$ cat config.mk
export PLATFORM = sky130hd
export DESIGN_NAME = display_set_controller
export DESIGN_NICKNAME = d
export VERILOG_FILES = /design/src/rtl/display_set_controller.sv
export SDC_FILE = /design/constraint.sdc
export NUM_CORES = 1
export LEC_CHECK = 0
export CELL_PAD_IN_SITES_DETAIL_PLACEMENT = 1
export CELL_PAD_IN_SITES_GLOBAL_PLACEMENT = 2
export CORE_ASPECT_RATIO = 0.6
export CORE_UTILIZATION = 26
export DETAILED_ROUTE_END_ITERATION = 7
export PLACE_DENSITY = 0.76
export SLEW_MARGIN = 0
export SYNTH_ARGS = -nofsm -noshare
export SYNTH_HDL_FRONTEND = slang
export SYNTH_SLANG_ARGS = --single-unit
export TNS_END_PERCENT = 20
$ cat constraint.sdc
create_clock -name clk -period 2.4 [get_ports clk]
set_input_delay 0.48 -clock clk [delete_from_list [all_inputs] [get_ports clk]]
set_output_delay 0.48 -clock clk [all_outputs]
set_load 0.02 [all_outputs]
$ cat src/rtl/display_set_controller.sv
// Front-panel time-set sequencer: owns the display mode, walks the edit fields
// left->mid->right, and emits a one-cycle commit of the edit buffer.
module display_set_controller #(
  parameter int MAX_LEFT  = 23,
  parameter int MAX_MID   = 59,
  parameter int MAX_RIGHT = 59,
  parameter int TIMEOUT_S = 10
) (
  input  logic        clk,
  input  logic        rst_n,
  input  logic        btn_mode,
  input  logic        btn_set,
  input  logic        btn_up,
  input  logic        tick_1hz,
  input  logic [20:0] cur_clock,
  input  logic [20:0] cur_alarm,
  output logic [1:0]  display_mode,
  output logic [2:0]  flash,
  output logic        editing,
  output logic [20:0] edit_time,
  output logic        load_en,
  output logic        load_alarm
);

  localparam int CW = ($clog2(TIMEOUT_S + 1) > 4) ? $clog2(TIMEOUT_S + 1) : 4;

  typedef enum logic [1:0] {RUN, SET_L, SET_M, SET_R} state_t;

  state_t         state_q, state_d;
  logic [1:0]     mode_q, mode_d;
  logic [2:0]     flash_q, flash_d;
  logic           editing_q, editing_d;
  logic [20:0]    edit_q, edit_d;
  logic           load_en_q, load_en_d;
  logic           load_alarm_q, load_alarm_d;
  logic [CW-1:0]  cnt_q, cnt_d;

  // Values already past the field maximum (e.g. 99 from an uninitialised
  // register) fold straight back to 0 on the first increment.
  function automatic logic [6:0] bump(input logic [6:0] v, input logic [6:0] max_v);
    return (v >= max_v) ? 7'd0 : v + 7'd1;
  endfunction

  always_comb begin
    state_d      = state_q;
    mode_d       = mode_q;
    flash_d      = flash_q;
    editing_d    = editing_q;
    edit_d       = edit_q;
    load_en_d    = 1'b0;
    load_alarm_d = load_alarm_q;
    cnt_d        = cnt_q;

    case (state_q)
      RUN: begin
        if (btn_set) begin
          if (mode_q != 2'd1) begin
            edit_d       = (mode_q == 2'd2) ? cur_alarm : cur_clock;
            load_alarm_d = (mode_q == 2'd2);
            state_d      = SET_L;
            flash_d      = 3'b100;
            editing_d    = 1'b1;
            cnt_d        = '0;
          end
        end else if (btn_up) begin
          // btn_up outranks btn_mode but does nothing while running
        end else if (btn_mode) begin
          mode_d = (mode_q >= 2'd2) ? 2'd0 : mode_q + 2'd1;
        end
      end

      default: begin
        if (btn_set) begin
          cnt_d = '0;
          case (state_q)
            SET_L: begin state_d = SET_M; flash_d = 3'b010; end
            SET_M: begin state_d = SET_R; flash_d = 3'b001; end
            default: begin
              state_d   = RUN;
              flash_d   = 3'b000;
              editing_d = 1'b0;
              load_en_d = 1'b1;
            end
          endcase
        end else if (btn_up) begin
          cnt_d = '0;
          case (state_q)
            SET_L:   edit_d[20:14] = bump(edit_q[20:14], 7'(MAX_LEFT));
            SET_M:   edit_d[13:7]  = bump(edit_q[13:7],  7'(MAX_MID));
            default: edit_d[6:0]   = bump(edit_q[6:0],   7'(MAX_RIGHT));
          endcase
        end else if (tick_1hz) begin
          if (cnt_q >= CW'(TIMEOUT_S - 1)) begin
            cnt_d     = CW'(TIMEOUT_S);
            state_d   = RUN;
            flash_d   = 3'b000;
            editing_d = 1'b0;
          end else begin
            cnt_d = cnt_q + 1'b1;
          end
        end
      end
    endcase
  end

  always_ff @(posedge clk) begin
    if (!rst_n) begin
      state_q      <= RUN;
      mode_q       <= 2'd0;
      flash_q      <= 3'b000;
      editing_q    <= 1'b0;
      edit_q       <= '0;
      load_en_q    <= 1'b0;
      load_alarm_q <= 1'b0;
      cnt_q        <= '0;
    end else begin
      state_q      <= state_d;
      mode_q       <= mode_d;
      flash_q      <= flash_d;
      editing_q    <= editing_d;
      edit_q       <= edit_d;
      load_en_q    <= load_en_d;
      load_alarm_q <= load_alarm_d;
      cnt_q        <= cnt_d;
    end
  end

  assign display_mode = mode_q;
  assign flash        = flash_q;
  assign editing      = editing_q;
  assign edit_time    = edit_q;
  assign load_en      = load_en_q;
  assign load_alarm   = load_alarm_q;

endmodule
Yosys cells after proc, flatten, opt, wreduce, memory -nomap -nowiden
Cells that the tools add are included.

Bits in registers: 35. Bits of input ports: 48. Output and inout port bits: 29. Word-level logic and storage cells: 95.

Add/sub/neg operators: 5. $lt $le $gt $ge: 5. Equal/unequal tests: 10. Multiplexer cells: 45. Bitwise gates (word level): 3. Reductions and logical operators: 17.

Operators with widths (number): $mux 21 (6); $mux 7 (6); $mux 4 (7); $add 7x1->7 const B (3); $mux 3 (7); $reduce_and 5->1 (4); $mux 2 (8); $ge 7x6->1 const B (2); $reduce_bool 2->1 (5); $mux 1 (9); $pmux 2 s2 (2); $ge 7x5->1 const B (1); $ne 2x1->1 const B (3); $ne 2x2->1 const B (3); $reduce_and 3->1 (2); $reduce_and 6->1 (1); $add 4x1->4 const B (1); $eq 2x2->1 const B (2); $ge 4x4->1 const B (1); $reduce_and 4->1 (1); $ne 3x2->1 const B (1); $not 1->1 (3); $reduce_bool 3->1 (1); $reduce_or 3->1 (1); other kinds (5) (5).

Depth between registers and ports, before layout
Depth after elaboration: 6. Gate-level depth with buffers: 9. Depth with buffers taken out: 6.

Worst setup path after synthesis
Ideal clock, no wire load.

Path type: register to register. Start: register state_q[0]. End: register edit_q[3], in the netlist edit_time[3]. Setup time: 0.077 ns. Arrival time: 1.722 ns. Path slack: 0.602 ns. Stages on the path, launching flop included: 8. Buffers on the path: 1. Cell sequence: dfxtp_1 > inv_1 > ha_1 > buf_6 > nor2_8 > a32oi_4 > or4_1 > a41oi_2.

Cells in the longest elaborated chain, start to end: 4. Elaborated cells on any way between the ends: 10. Classes of those cells: eq/ne: 6; mux: 1; reduce/logical: 3.

Ends and longest elaborated chain: start, declared (line 29) `state_t state_q, state_d;`; start signal, assigned (line 117) `state_q <= state_d;`; $eq 2x2->1 or $eq 2x1->1 (tied branches) (line 87) `case (state_q)`; $reduce_or 2->1 (no line); $ne 2x1->1 (no line); $reduce_and 5->1 (no line); end signal, assigned (line 121) `edit_q <= edit_d;`; end, declared (line 33) `logic [20:0] edit_q, edit_d;`.

Parallel ways exist; a longest one is shown, timed or not. A chain may end at the register's enable or synchronous reset.

Final worst setup path
Start: register state_q[1]. End: register edit_q[7], in the netlist edit_time[7].

Cells in the longest elaborated chain, start to end: 3. Elaborated cells on any way between the ends: 8. Classes of those cells: eq/ne: 4; mux: 1; reduce/logical: 3.

Ends and longest elaborated chain (line): $eq 2x2->1 or $logic_not 2->1 (tied branches) (87, 54); $reduce_bool 2->1 (no line), or another cell as far along; $reduce_and 5->1 (no line).

Parallel ways exist; a longest one is shown, timed or not.

==> impl.org <==
** Clock tree
- H-Tree Level Count :: 2
- The tree built by TritonCTS fans out to 35 sinks.
- Clk Latency, worst-skew pair :: 280 ps
- Clock transition at the register clock pins on the worst setup and hold paths after CTS :: 60 ps
- Buffer type at the clock tree root :: sky130_fd_sc_hd__clkbuf_16
- Inserted Clock Buffers :: 5
- Cells resized by post-CTS repair :: 0
- Buffers added to address setup during post-CTS repair amount to 0.
- The number of hold buffers added after CTS was 0.
- CTS tree :: built
- The longest clock path from root to sink contains 2 buffers.

** STA
- After routing, the total negative slack on setup checks comes to 0 ps.
- Derived from the worst setup path, the maximum achievable clock frequency is 474 MHz.
- Worst Skew :: 2.22 ps
- Final hold violations :: 0
- Final setup viols :: 0
- The worst path in the final design needs a cycle of 2110 ps, including I/O delays and setup.
- Ratio of final minimum period to clock period :: 87.8%
- Slew of the pin with the lowest slew margin :: 599 ps
- Max-slew violation total from the final report :: 0
- Setup repair after global routing left no endpoint under its margin.
- Worst Setup Slack, final :: 292 ps
- The worst pin sits at a relative slew slack of 59.5%.

** Route
- Number of design rule violations left after detail routing :: 10
- Vias after detailed routing :: 2,406
- Vias per cell :: 5.21
- Before antenna repair, the detailed router went through 6 iterations.
- After detailed routing, the average wire length per cell comes to 17.2 um.
- Wire length after detailed routing :: 7960 um
- Count of nets left with antenna violations after detail routing :: 0
- DRT iter0 DRCs :: 108

** Final layout
- Leaving out fill and tap cells, the most frequent cell in the layout is sky130_fd_sc_hd__clkdlybuf4s50_1.
- Area taken by multi-input logic gates :: 1510 sq um
- Antenna cell count :: 0
- Summing all flip-flop and latch instances after layout gives 701 sq um.
- Relative to the synthesized area, the layout overhead comes to 45.2%.
- Number of fillers in the final layout :: 1,012
- Commonest non-fill, non-tap cells in the layout :: sky130_fd_sc_hd__clkdlybuf4s50_1 (76), sky130_fd_sc_hd__dfxtp_1 (35), sky130_fd_sc_hd__nand2_1 (22)
- Layout cell share with drive strength beyond 1 :: 13.4%
- The net count of the finished layout is 407.
- Once layout is complete, the cells apart from fillers number 462.
- Share of the core filled with cells in the final layout :: 39.5%

** Power and ir drop
- Dividing total power by cell area gives a power density of 571 nW/um^2.
- Cell-internal power :: 1.32 mW
- The design draws 1.95 mW.
- Net Switching :: 0.627 mW
- Leakage power of the design :: 1.23 nW
- Per report_power, the sequential group accounts for 35.8% of the total.
- Worst-case vdd ir drop :: 0.308 mV
- The share of total power dissipated in combinational logic is 30.7%.
- In this run, the clock network consumes 33.5% of the power.
- Switch share :: 32.2%

** Global route
- The first global-routing pass estimated 12,500 um of wire.
- The number of global-route vias before repair was 2,329.
- GRT Residual Overflow :: 0
- Gr usage total :: 17.0%
- The initial antenna violation count is 0.
- Entering global routing, the biggest net connects 36 pins.

** Place
- Detailed-placement wirelength estimate :: 6130 um
- Worst-case setup slack after placement :: 131 ps
- Number of port buffers :: 76
- Final weighted congestion in routability-driven placement :: 0.812
- Total instance count after detailed placement :: 455

** Logic synthesis
- Ranking of synthesized cells by area :: sky130_fd_sc_hd__dfxtp_1 (30%), sky130_fd_sc_hd__mux2_2 (7.7%), sky130_fd_sc_hd__ha_1 (4.8%), sky130_fd_sc_hd__nand2_1 (3.5%), sky130_fd_sc_hd__a21oi_1 (3.2%)
- Synth warnings :: 0
- Counting every instance in the synthesized netlist gives 271.
- After synthesis, the largest area contributor takes up 29.8% of total cell area.
- Async set-reset flop share out of synthesis :: 0%
- Among all flip-flop cells after synthesis, the most frequent one is sky130_fd_sc_hd__dfxtp_1.
- Number of storage elements in the synthesis netlist :: 35
- Number of distinct library cell variants in the gate-level netlist after synthesis :: 55
- The cell area that synthesis handed to floorplanning was 2350 sq um.
- Total nets after synthesis :: 328
- Portion of the post-synthesis area used by sequential elements :: 29.8%
- Of all cell types, the one taking the most synthesized area is sky130_fd_sc_hd__dfxtp_1.
- Number of synthesized flops with an enable pin :: 0
- Synthesized area per cell :: 8.68 sq um

** Setup path
- Number of cells on the critical path :: 8
- Setup crit start :: state_q[1]
- Along the worst path, the maximum fanout reaches 35.
- The setup path with the least slack is of type register to register.
- FF-to-FF path depth :: 8
- Buf/Inv on CP :: 3
- The worst setup path is captured at a register.
- STA classifies the critical path startpoint as a register.
- Largest delay share family, worst path :: compound AO/OA/AOI/OAI gates
- Arrival time reported for the critical path endpoint :: 2280 ps
- Setup slack on the worst reg-to-reg path comes out at 290 ps.
- On the worst path, the slowest cell contributes a delay of 360 ps.
- For this design, the slowest cell found on the critical path is sky130_fd_sc_hd__dfxtp_1.
- The signal on the critical path passes through inv_1, ha_1, buf_12, and2_1, buf_4, a32oi_4, a221oi_1, a211oi_1.
- Reg2reg start :: state_q[1]
- Required time of the worst setup path :: 2580 ps

** Status
- Outcome :: finished with violations
- The checks that failed: DRC.

** Die
- The core region is 8650 sq um.
- I/O pins :: 77
- The floorplan step defined a die boundary enclosing 9440 sq um.
- Cell Rows :: 26
- Starting density of the core :: 27.2%
- The die is 125 um wide.
- Chip height :: 75.7 um

** Min path
- Counting instances, the worst hold path has a depth of 2.
- Path class of the lowest-slack min-delay path :: register to register
- In this run the most critical hold path is launched from edit_time[6].

** Job
- Number of violations of the max-capacitance limit :: 0
cells by family (layout without fill, tap and decap cells):
family / after synthesis / in the layout / share of synthesized area [%]
AO/OA/AOI/OAI: 86 / 86 / 28.9
adder cells (fa/ha/maj): 9 / 9 / 4.79
buffers and inverters: 30 / 109 / 6.23
flip-flops: 35 / 35 / 29.8
multiplexers: 21 / 21 / 9.79
AND/OR/NAND/NOR: 90 / 90 / 20.5
registers in the layout, summed over array words and instances (netlist names):
signal and count:
load_en 1, flash 3, load_alarm 1, cnt_q 4, state_q 2, edit_time 21
display_mode 2, editing 1
path summary, 6_finish.rpt:
kind / to
max: edit_time[7]
min: edit_time[6]
max reg2reg: edit_time[7]
min reg2reg: edit_time[6]
cells in the mapped netlist (all sizes together) (4+ instances only):
master	n
clkbuf	7
o21ai	15
a211oi	9
nor2	19
buf	11
nand2	22
mux2i	5
a21oi	15
mux2	16
a22oi	7
dfxtp	35
and3	5
nand3	13
a211o	4
a32oi	5
inv	12
a221oi	7
nor3b	4
ha	9
nor3	7
power groups by stage:
stage	Combinational (mW)	Clock, mW	Sequential [mW]
floorplan	0.292	0	0.738
global placement	0.590	0	0.708
detailed placement	0.596	0	0.709
CTS	0.601	0.670	0.697
global route	0.643	0.707	0.707
finish	0.598	0.654	0.698
routing by layer:
metal  vias up  global-route usage [%]  wire length (um)
li1       1190                       -                 -
met1      1160                    25.2              4490
met2        52                    24.8              3080
met3         4                    4.07               356
met4         0                    3.29                36
met5         -                       0                 0
stage by stage:
| step | hold WS [ps] | area, sq um |
|---|---|---|
| floorplan | 465 | 2350 |
| global placement | 458 | 3270 |
| detailed placement | 462 | 3270 |
| CTS | 470 | 3410 |
| global route | 492 | 3410 |
| finish | 470 | 3410 |
final cells by class:
type / count / area share [%]
timing repair buffer: 90 / 25.7
tap: 112 / 4.10
multi-input combinational: 206 / 44.1
clock buffer: 6 / 4.07
inverter: 12 / 1.32
clock inverter: 1 / 0.147
sequential: 35 / 20.5
worst min-delay path, stage by stage, from the launching register on:
cell and delay (ps):
sky130_fd_sc_hd__dfxtp_1 320, sky130_fd_sc_hd__nand2_1 60, sky130_fd_sc_hd__a21oi_1 50
Power figures use the tool's default switching activity.
